<file path="src/rtl/sum_tree_pkg.sv">
`default_nettype none
// ============================================================================
// Module : sum_tree_pkg
// Brief  : Shared sizing helpers for the pipelined multi-operand adder tree:
//          ceil-log2, result width, tree depth and per-level node count.
// Rev    : 1.0  initial release
// ============================================================================
package sum_tree_pkg;

    // Smallest r with 2**r >= n. The loop bound is fixed so it elaborates as a constant.
    function automatic int clog2_f(input int n);
        int r;
        r = 0;
        for (int i = 0; i < 31; i++) begin
            if ((1 << i) < n) begin
                r = i + 1;
            end
        end
        return r;
    endfunction

    // The result width must hold NUM_IN*(2**WIDTH-1) + 1 (the +1 is the carry-in).
    function automatic int calc_ow(input int width, input int num_in);
        return width + clog2_f(num_in + 1);
    endfunction

    // Tree depth, which is also the latency in cycles.
    function automatic int calc_levels(input int num_in);
        return clog2_f(num_in);
    endfunction

    // Number of live nodes at a level: ceil(n / 2**level). Level 0 is the operand row.
    function automatic int nodes_at(input int level, input int n);
        return (n + (1 << level) - 1) >> level;
    endfunction

endpackage : sum_tree_pkg
`default_nettype wire

</file>
<file path="src/rtl/sum_tree_node.sv">
`default_nettype none
// ============================================================================
// Module : sum_tree_node
// Brief  : One registered node of the adder tree. It adds two OW-bit values
//          plus an optional carry-in. When BYPASS is set, it forwards operand
//          a as the odd leftover of a level. It holds its value when en is low.
// Rev    : 1.0  initial release
// ============================================================================
module sum_tree_node #(
    parameter int OW     = 8,
    parameter bit BYPASS = 1'b0
) (
    input  logic          clk,
    input  logic          rst_n,
    input  logic          en,
    input  logic [OW-1:0] a,
    input  logic [OW-1:0] b,
    input  logic          cin,
    output logic [OW-1:0] sum_q
);

    logic [OW-1:0] w_b_eff;
    logic [OW-1:0] w_cin_ext;
    logic [OW-1:0] sum_d;

    // An odd leftover has no partner, so b is forced to zero.
    // The value then passes through the register unchanged, apart from cin.
    assign w_b_eff   = BYPASS ? '0 : b;
    assign w_cin_ext = {{(OW-1){1'b0}}, cin};

    // Next-state: load the new partial sum when the pipeline advances, otherwise hold.
    always_comb begin
        sum_d = sum_q;
        if (en) begin
            sum_d = a + w_b_eff + w_cin_ext;
        end
    end

    // Node register with synchronous active-low clear.
    always_ff @(posedge clk) begin
        if (!rst_n) begin
            sum_q <= '0;
        end else begin
            sum_q <= sum_d;
        end
    end

endmodule : sum_tree_node
`default_nettype wire

</file>
<file path="src/rtl/sum_tree_pipe.sv">
`default_nettype none
// ============================================================================
// Module : sum_tree_pipe
// Brief  : Pipelined NUM_IN-operand adder with carry-in and optional output
//          inversion. It is a registered binary tree of LEVELS stages behind
//          valid/ready handshakes. The whole pipe shares a single advance
//          enable, so a stalled consumer freezes every stage in place.
// Rev    : 1.0  initial release
// ============================================================================
module sum_tree_pipe
    import sum_tree_pkg::*;
#(
    parameter  int WIDTH  = 8,
    parameter  int NUM_IN = 5,
    parameter  bit SIGNED = 1'b0,
    localparam int OW     = calc_ow(WIDTH, NUM_IN),
    localparam int LEVELS = calc_levels(NUM_IN)
) (
    input  logic                    clk,
    input  logic                    rst_n,
    input  logic                    in_valid,
    output logic                    in_ready,
    input  logic [NUM_IN*WIDTH-1:0] in_data,
    input  logic                    in_cin,
    input  logic                    in_inv,
    output logic                    out_valid,
    input  logic                    out_ready,
    output logic [OW-1:0]           out_sum
);

    // Tree rows. Row 0 holds the extended operands; row l holds the outputs of the level-l nodes.
    // Slots beyond a row's live node count are tied to zero.
    logic [OW-1:0]     w_tree [LEVELS+1][NUM_IN];
    logic              w_adv;

    // Sideband shift chain that travels alongside the data. Stage i matches tree row i+1.
    logic [LEVELS-1:0] valid_q;
    logic [LEVELS-1:0] valid_d;
    logic [LEVELS-1:0] inv_q;
    logic [LEVELS-1:0] inv_d;

    // The pipe advances unless a valid result is blocked by the consumer.
    // in_ready therefore has no path from in_valid.
    assign w_adv    = !out_valid || out_ready;
    assign in_ready = w_adv;

    // Row 0: widen each operand to OW bits, with sign extension or zero extension.
    for (genvar k = 0; k < NUM_IN; k++) begin : g_operand
        logic [WIDTH-1:0] w_op;
        assign w_op = in_data[k*WIDTH +: WIDTH];
        if (SIGNED) begin : g_sext
            assign w_tree[0][k] = {{(OW-WIDTH){w_op[WIDTH-1]}}, w_op};
        end else begin : g_zext
            assign w_tree[0][k] = {{(OW-WIDTH){1'b0}}, w_op};
        end
    end

    // Levels 1..LEVELS: each node combines entries 2j and 2j+1 of the previous row.
    // An odd last entry is bypassed. The carry-in enters only at pair 0 of level 1.
    for (genvar l = 1; l <= LEVELS; l++) begin : g_level
        for (genvar j = 0; j < NUM_IN; j++) begin : g_slot
            if (j < nodes_at(l, NUM_IN)) begin : g_node
                localparam bit IS_ODD = ((2*j + 1) >= nodes_at(l - 1, NUM_IN));
                localparam int B_IDX  = IS_ODD ? (2*j) : (2*j + 1);
                logic w_node_cin;
                if ((l == 1) && (j == 0)) begin : g_cin
                    assign w_node_cin = in_cin;
                end else begin : g_nocin
                    assign w_node_cin = 1'b0;
                end
                sum_tree_node #(
                    .OW     (OW),
                    .BYPASS (IS_ODD)
                ) u_node (
                    .clk   (clk),
                    .rst_n (rst_n),
                    .en    (w_adv),
                    .a     (w_tree[l-1][2*j]),
                    .b     (w_tree[l-1][B_IDX]),
                    .cin   (w_node_cin),
                    .sum_q (w_tree[l][j])
                );
            end else begin : g_empty
                assign w_tree[l][j] = '0;
            end
        end
    end

    // Sideband next-state: shift valid and inv one stage on advance, hold on stall.
    // Bubbles shift exactly like data.
    always_comb begin
        valid_d = valid_q;
        inv_d   = inv_q;
        if (w_adv) begin
            valid_d[0] = in_valid;
            inv_d[0]   = in_inv;
            for (int i = 1; i < LEVELS; i++) begin
                valid_d[i] = valid_q[i-1];
                inv_d[i]   = inv_q[i-1];
            end
        end
    end

    // Sideband registers. Reset drops every in-flight bundle.
    always_ff @(posedge clk) begin
        if (!rst_n) begin
            valid_q <= '0;
            inv_q   <= '0;
        end else begin
            valid_q <= valid_d;
            inv_q   <= inv_d;
        end
    end

    // Output: last-stage valid, and the root sum, optionally inverted by the bundle's own flag.
    assign out_valid = valid_q[LEVELS-1];
    assign out_sum   = inv_q[LEVELS-1] ? ~w_tree[LEVELS][0] : w_tree[LEVELS][0];

endmodule : sum_tree_pipe
`default_nettype wire

</file>
<file path="config.mk">
export PLATFORM = sky130hd
export DESIGN_NAME = sum_tree_pipe
export DESIGN_NICKNAME = d
export VERILOG_FILES = /design/src/rtl/sum_tree_pkg.sv /design/src/rtl/sum_tree_node.sv /design/src/rtl/sum_tree_pipe.sv
export SDC_FILE = /design/constraint.sdc
export NUM_CORES = 1
export LEC_CHECK = 0
export ABC_CLOCK_PERIOD_IN_PS = 3850
export BUFFER_PORTS_ARGS = -buffer_cell sky130_fd_sc_hd__buf_2
export CAP_MARGIN = 15
export CORE_ASPECT_RATIO = 0.5
export CORE_MARGIN = 4
export CORE_UTILIZATION = 42
export CTS_CLUSTER_SIZE = 10
export DETAILED_ROUTE_END_ITERATION = 10
export PLACE_DENSITY = 0.65
export SYNTH_ARGS = -nofsm -noshare
export SYNTH_HDL_FRONTEND = slang
export SYNTH_SLANG_ARGS = --single-unit
</file>
<file path="constraint.sdc">
create_clock -name clk -period 3.85 [get_ports clk]
set_input_delay 0.1925 -clock clk [delete_from_list [all_inputs] [get_ports clk]]
set_output_delay 0.1925 -clock clk [all_outputs]
set_load 0.1 [all_outputs]
</file>
After elaboration in Yosys (flattened, before gate mapping). Cells that the tools add are included.

Logic and storage cells: 17. Output and inout port bits: 13. Bits of input ports: 46. Bits in registers: 66.

Multiplexer cells: 1. Add/sub/neg operators: 5. Bitwise operators: 1. Reduce and logical (&&, ||, !) cells: 2.

Operator list (number): 8-bit by 8-bit adder with 9-bit output (2); 11-bit by 1-bit adder with 11-bit output (1); 11-bit adder (1); 11-bit by 8-bit adder with 11-bit output (1); 11-bit 2-to-1 mux (1); 11-bit inverter (1); 1-bit logical NOT (1); 1-bit logical OR (1).

Depth between registers and ports, before layout. Gate-level depths: netlist (run 1).

Word-level depth: 2. Depth in mapped cells: 8.

By module. Synthesis (run 1) repeated with hierarchy kept, for this count alone.

Cell total of the unflattened synthesis: 604. Area, all modules: 5253.8 sq um.

By module, submodules not included: sum_tree_node at g_level[1].g_slot[0].g_node.u_node ... (area each 950.9 sq um, cells an instance 111, times used 4); sum_tree_node at g_level[1].g_slot[2].g_node.u_node ... (area each 553.0 sq um, cells an instance 62, times used 2); sum_tree_pipe (area each 344.1 sq um, cells an instance 36, times used 1).

Least setup slack after synthesis (run 1). No wires, ideal clock.

Path kind: reg2reg. Start point: register valid_q[2]. End point: register g_level[1].g_slot[0].g_node.u_node.sum_q[4]. Data arrival time: 2.554 ns. Path slack: 1.105 ns. Setup time: 0.192 ns. Clock period less this slack: 2.745 ns. Stages on the path, launching flop included: 6. Cells stage by stage: dfxtp_1 -> nor2b_1 -> inv_2 -> clkbuf_1 -> buf_1 -> a211oi_1.

Longest elaborated chain between the ends: 2.

RTL lines: from (decl) (RTL line sum_tree_pipe.sv:37) `logic [LEVELS-1:0] valid_q;`; from (signal assigned) (RTL line sum_tree_pipe.sv:110) `valid_q <= valid_d;`; 1-bit logical NOT (RTL line sum_tree_pipe.sv:44) `assign w_adv = !out_valid || out_ready;`; 1-bit logical OR (RTL line sum_tree_pipe.sv:44); net in_ready (RTL line sum_tree_pipe.sv:22) `output logic in_ready,`; to (signal assigned) (RTL line sum_tree_node.sv:44) `sum_q <= sum_d;`; to (decl) (RTL line sum_tree_node.sv:19) `output logic [OW-1:0] sum_q`.

The timed path passes the listed nets, and every way through them passes these cells. A chain may end at the register's enable or synchronous reset.

Final worst setup path (run 1).
Start point: register valid_q[2]. End point: output port in_ready.

Longest elaborated chain between the ends: 2.

RTL lines (RTL line): 1-bit logical NOT (sum_tree_pipe.sv:44); 1-bit logical OR (sum_tree_pipe.sv:44); to (decl) (sum_tree_pipe.sv:22).

Every way passes these cells.

==> results.cfg, run 1 <==
[sta]
slew_violations = 0
grt_setup_unrepaired = false
hold_viol_final = 0
finalSetupTns_ns = 0
fmax_mhz = 433
period_share_pct = 60.0
slew_headroom_pct = 60.0
worst_pin_slew_ns = 0.600
fin_crit_ns = 2.31
fin_worst_skew_ns = 0.00841
final-setup-viol-count = 0
final.setup.worst_slack_ns = 1.54
whs_ns = 0.0980

[floorplanning]
core_area_um2 = 8770
die_w_um = 143
io_pins = 59
die_area_um2 = 10800
fp.dieH_um = 75.4
num_rows = 24
initial_core_util_pct = 43.6

[worst_setup_path]
critical_path.top_delay_family = buffers and inverters
ff2ff_setup_slack_ns = 1.63
worstSetupPathType = reg -> out
crit_arrival_ns = 2.12
cp.required_ns = 3.66
crit_path_max_fanout = 42
startpoint_type = register
crit_buf_inv = 3
slowest_delay_ns = 0.51
path_cells = nor2b_4 -> inv_2 -> buf_4 -> buf_2
critPathCaptureType = output port
crit_slowest_cell = buf_2

[placed_design]
dp_hpwl_mm = 5.71
io_buffers = 58
routabilityCongestion = 0.856
pre_cts_slack_ns = 1.44

[status]
outcome = finished, final reports clean

[clocking]
tritoncts = yes
cts_root_buf = clkbuf_16
cts_num_sinks = 63
cts-root-to-sink-buffers = 2
cts_max_level = 3
cts.hold.buffers_added = 0
cts_buffers = 9
postCtsResizedCells = 0
clock_latency_ns = 0.33
postCtsSetupRepairBufs = 0
cts.clk_slew.worst_paths_ns = 0.06

[finish]
n_fill_cell = 847
syn_to_final_growth_pct = 17.7
nets = 606
diodes = 0
drive_gt1_share_pct = 17.5
final_util_pct = 51.3

[synth]
avgSynthCellArea_um2 = 8.13
syn-cell-area_um2 = 3820
ys.flop_type = dfxtp_1
synth-edff-count = 0
synth_compound_area_share_pct = 19.5
synth_mux_area_share_pct = 0.786
synth_fp_nets = 555
synth-seq-area-share_pct = 33.0
ys_ff_latch = 63
yosysWarnings = 0
synthCells = 470
synth_top_family_by_area = simple AND/OR/NAND/NOR gates
synth_xor_area_share_pct = 8.25
synth_fa_ha_area_share_pct = 13.6
ys_types = 49
postSynth.asyncResetShare_pct = 0
synth-simple-area-share_pct = 21.4

[grt]
grt_pass1_wl_mm = 13.4
grt_max_degree = 57
grt.total_usage_pct = 15.2
grt-ovfl-total = 0
grt_pass1_vias = 3007
antenna_found_initial = 0

[route]
drtAntennaViolNets = 0
wire_per_inst_um = 12.2
drt-total-wl_mm = 7.83
firstDrtPassIters = 4
via_per_inst = 5.09
drtIter0Drc = 136
vias = 3271
route.detailed.drc = 0

[pwr]
powerDensity_nw_per_um2 = 489
power_frac_comb_pct = 27.5
vdd_drop_max_v = 0.000256
p_sw_share_pct = 33.2
switching_power_uw = 729
p_leak_uw = 0.00208
seqPwrFrac_pct = 35.2
power.total_uw = 2200
internal_power_uw = 1470
clkPwrFrac_pct = 37.2

[run]
maxCapViolations = 0

[min_path]
worst_hold_path_type = in -> reg
routing by layer:
layer  wire, um  track usage, %  up-vias
li1           -               -     1766
met1       4010            20.4     1438
met2       3330            23.7       54
met3        352            4.39       13
met4        142            5.37        0
met5          0               0        -
flip-flops by register name (all words and copies together) (netlist names):
| name | count |
|---|---|
| g_level.g_slot.g_node.u_node.sum_q | 57 |
| inv_q | 3 |
| valid_q | 3 |
cells in the mapped netlist, drive strengths merged (2+ instances only):
cell type  number  area share, %
nand2          88            8.6
dfxtp          63             33
a21oi          62            8.2
ha             35             11
nor2           27            2.7
xor2           23            5.3
clkbuf         19            2.4
o21ai          19            2.5
nand3          17            2.2
xnor2          13            3.0
a211oi         11            2.3
inv            10           0.98
nor3           10            1.3
a21o            8            1.6
or3             8            1.3
nand4b          6            1.5
o211ai          6            1.3
and3            4           0.72
fa              4            2.1
nand4           4           0.65
and2            3           0.56
mux2i           3           0.79
nor2b           3           0.49
nor3b           3           0.72
o21bai          3           0.59
buf             2           0.20
o21a            2           0.39
o41ai           2           0.46
or2             2           0.33
metrics by stage:
stage	std cells	area, um^2
2_1_floorplan	470	3820
3_3_place_gp	627	4190
3_5_place_dp	627	4190
4_1_cts	643	4500
5_1_grt	643	4500
6_report	643	4500
cell usage in the layout (no fill, tap or decap), types with 7 or more instances in the layout:
cell	instances
a211oi_1	10
or3_1	8
clkbuf_16	9
xor2_1	23
xnor2_1	13
inv_1	7
nor2_1	27
nand3_1	17
nor3_1	10
o21ai_0	18
a21oi_1	61
a21o_1	8
dfxtp_1	63
ha_1	35
buf_2	58
nand2_1	88
cell type report:
type	count	area, um^2	area share [%]
multi-input cells	376	2430	54.0
clock buffers	10	239	5.32
well taps	117	146	3.26
inverters	10	37.5	0.835
repair buffers	61	313	6.96
flip-flops and latches	63	1260	28.1
clock inverters	6	68.8	1.53
power groups by stage:
stage	combinational (uW)	clock, uW	sequential [uW]
after floorplan	495	0	776
after global placement	601	0	786
after detailed placement	603	0	788
after CTS	609	834	774
after global routing	674	857	782
final	604	818	774
worst paths after layout:
kind / startpoint / end / cells past startpoint
worst min register to register: inv_q[1] / inv_q[1] / 2
worst max register to register: g_level[2].g_slot[0].g_node.u_node.sum_q[0] / g_level[3].g_slot[0].g_node.u_node.sum_q[8] / 8
worst min-delay path: in_data[38] / g_level[1].g_slot[2].g_node.u_node.sum_q[6] / 3
worst max-delay path: valid_q[2] / in_ready / 4
tightest hold or removal path: stages:
cell and delay [ns]:
buf_2 0.09, nand2_1 0.04, a21oi_1 0.05
cell families after synthesis:
kind of cell,count (synthesis)
AOI/OAI and AO/OA,122
adders and majority gates,39
muxes,3
DFF,63
buffers and inverters,31
and+or+nand+nor,176
xor gates and xnor gates,36
Note: power is estimated with default switching activity, not from simulation.
==> run 2: changes to the inputs <==
- ABC_CLOCK_PERIOD_IN_PS: 3850 -> 2400
- clock period: 3.85 -> 2.4 ns (I/O delays scaled with it)
==> run 2 against run 1 <==
Compared with the run above:
- first-iteration DRC count grew 43%
- final area rose by 1.6%
- global-route usage is 0.47 points higher
- critical path type is now reg -> reg
- setup slack worse by 1.3 ns
- via count increased by 1.2%
- die area unchanged
- clock-buffer cell count fell by 1
- non-clock buffer count grew 3
- sequential cell count is the same
- critical endpoint is now g_level[3].g_slot[0].g_node.u_node.sum_q[8]
- power up 69%
- final cell count up 0.47%
- largest power group unchanged
==> results.cfg, run 2 (synthesis results as in run 1) <==
[status]
outcome = finished, final reports clean

[worst_setup_path]
path_cells = ha_1 -> fa_1 -> a21oi_1 -> o211ai_1 -> o41a_1 -> xor2_1 -> nand2_1 -> a21oi_1
r2r_cells = 8
crit_buf_inv = 0
crit_path_max_fanout = 3
cp.required_ns = 2.66
slowest_delay_ns = 0.40
worst-path-stages = 8
startpoint_type = register
critical_path.top_delay_family = compound AO/OA/AOI/OAI gates
crit_slowest_cell = fa_1
critPathMostFrequentCell = a21oi_1
worstSetupPathType = reg -> reg
crit_arrival_ns = 2.44
critPathCaptureType = register

[route]
drtIter0Drc = 195
firstDrtPassIters = 4
drtAntennaViolNets = 0
drt-total-wl_mm = 7.99
via_per_inst = 5.12
wire_per_inst_um = 12.4
route.detailed.drc = 0
vias = 3310

[pwr]
powerDensity_nw_per_um2 = 813
vdd_drop_max_v = 0.000391
p_leak_uw = 0.00212

[finish]
layout_commonest_cell = nand2_1
nets = 609
syn_to_final_growth_pct = 19.6
drive_gt1_share_pct = 18.1
stdcell_count = 646
largest_register_ff_count = 57
diodes = 0
n_fill_cell = 873
reg.largest.list = g_level.g_slot.g_node.u_node.sum_q: 57 flops, inv_q: 3 flops, valid_q: 3 flops
top_register = g_level.g_slot.g_node.u_node.sum_q
most-common-layout-cells = 88 x nand2_1, 62 x dfxtp_1, 61 x a21oi_1, 58 x buf_2, 35 x ha_1

[floorplanning]
io_pins = 59
die_area_um2 = 10800
initial_core_util_pct = 43.6
core_area_um2 = 8770
num_rows = 24
fp.dieH_um = 75.4
die_w_um = 143

[placed_design]
placed_cells = 630
io_buffers = 58
routabilityCongestion = 0.829
dp_hpwl_mm = 5.69

[clocking]
tritoncts = yes
cts_max_level = 3
cts.clk_slew.worst_paths_ns = 0.06
clock_latency_ns = 0.33
cts_num_sinks = 63
postCtsResizedCells = 0
cts-root-to-sink-buffers = 2
postCtsSetupRepairBufs = 0
cts.hold.buffers_added = 0
cts_root_buf = clkbuf_16
cts_buffers = 9

[sta]
hold_viol_final = 0
finalSetupTns_ns = 0
worst_pin_slew_ns = 0.662
slew_headroom_pct = 55.8
period_share_pct = 91.0
final-setup-viol-count = 0
fin_crit_ns = 2.18
fmax_mhz = 458
fin_worst_skew_ns = 0.00496
slew_violations = 0
grt_setup_unrepaired = false

[grt]
grt.total_usage_pct = 15.7
grt_pass1_wl_mm = 13.9
grt_max_degree = 72
grt-ovfl-total = 0
grt_pass1_vias = 3059
antenna_found_initial = 0

[run]
maxCapViolations = 0

[min_path]
hold_path_depth = 3
worst_hold_path_type = in -> reg
## run 2: changes by cell type in the layout (fill, tap and decap cells not counted), sizes merged
cell / before / now
buf: 61 / 64
bufinv: 1 / 3
clkbuf: 10 / 9
clkinv: 3 / 2
## run 2: report_power, final
group / total (uW) / internal [uW] / switching (uW)
Sequential: 1240 / 1160 / 80.8
Combinational: 979 / 361 / 618
Clock: 1490 / 1020 / 475
## run 2: layout make-up
class                      instances  area (um^2)  area share, %
clock buffer                       9          225           4.93
clock inverter                     7          120           2.63
inverter                          10         37.5          0.821
multi-input combinational        376         2430           53.2
tap                              117          146           3.20
sequential                        63         1260           27.6
timing repair buffer              64          348           7.61
## run 2: path summary, 6_finish.rpt
path / from / endpoint / slack, ns
worst max-delay path: g_level[2].g_slot[0].g_node.u_node.sum_q[0] / g_level[3].g_slot[0].g_node.u_node.sum_q[8] / 0.22
worst max register to register: g_level[2].g_slot[0].g_node.u_node.sum_q[0] / g_level[3].g_slot[0].g_node.u_node.sum_q[8] / 0.22
worst min register to register: g_level[1].g_slot[2].g_node.u_node.sum_q[0] / g_level[1].g_slot[2].g_node.u_node.sum_q[0] / 0.45
worst min-delay path: in_data[35] / g_level[1].g_slot[2].g_node.u_node.sum_q[3] / 0.03
## run 2: layer usage
| layer | GRT usage, % | vias up | share of wire [%] |
|---|---|---|---|
| met4 | 4.43 | 0 | 0.96 |
| met1 | 21.6 | 1482 | 51 |
| met5 | 0 | - | 0 |
| li1 | - | 1771 | - |
| met2 | 24.9 | 48 | 44 |
| met3 | 3.76 | 9 | 3.8 |
## run 2: through the flow
stage / util (%) / total power [uW] / instance area, um^2 / setup slack, ns / hold slack (ns)
2_1_floorplan: - / 2040 / 3830 / 0.0205 / 0.260
3_3_place_gp: 48.2 / 2230 / 4220 / 0.0825 / 0.366
3_5_place_dp: 48.2 / 2240 / 4220 / 0.0473 / 0.371
4_1_cts: 52.1 / 3750 / 4570 / 0.217 / 0.0246
5_1_grt: 52.1 / 3920 / 4570 / 0.117 / 0.0374
6_report: 52.1 / 3710 / 4570 / 0.217 / 0.0338
## run 2: worst register-to-register path: cells and delay by family, from the launching register on
kind,cells,cell delay (ns)
xor+xnor,1,0.20
fa+ha+maj,2,0.62
simple gates,1,0.08
compound gates,4,0.91
flops,1,0.31
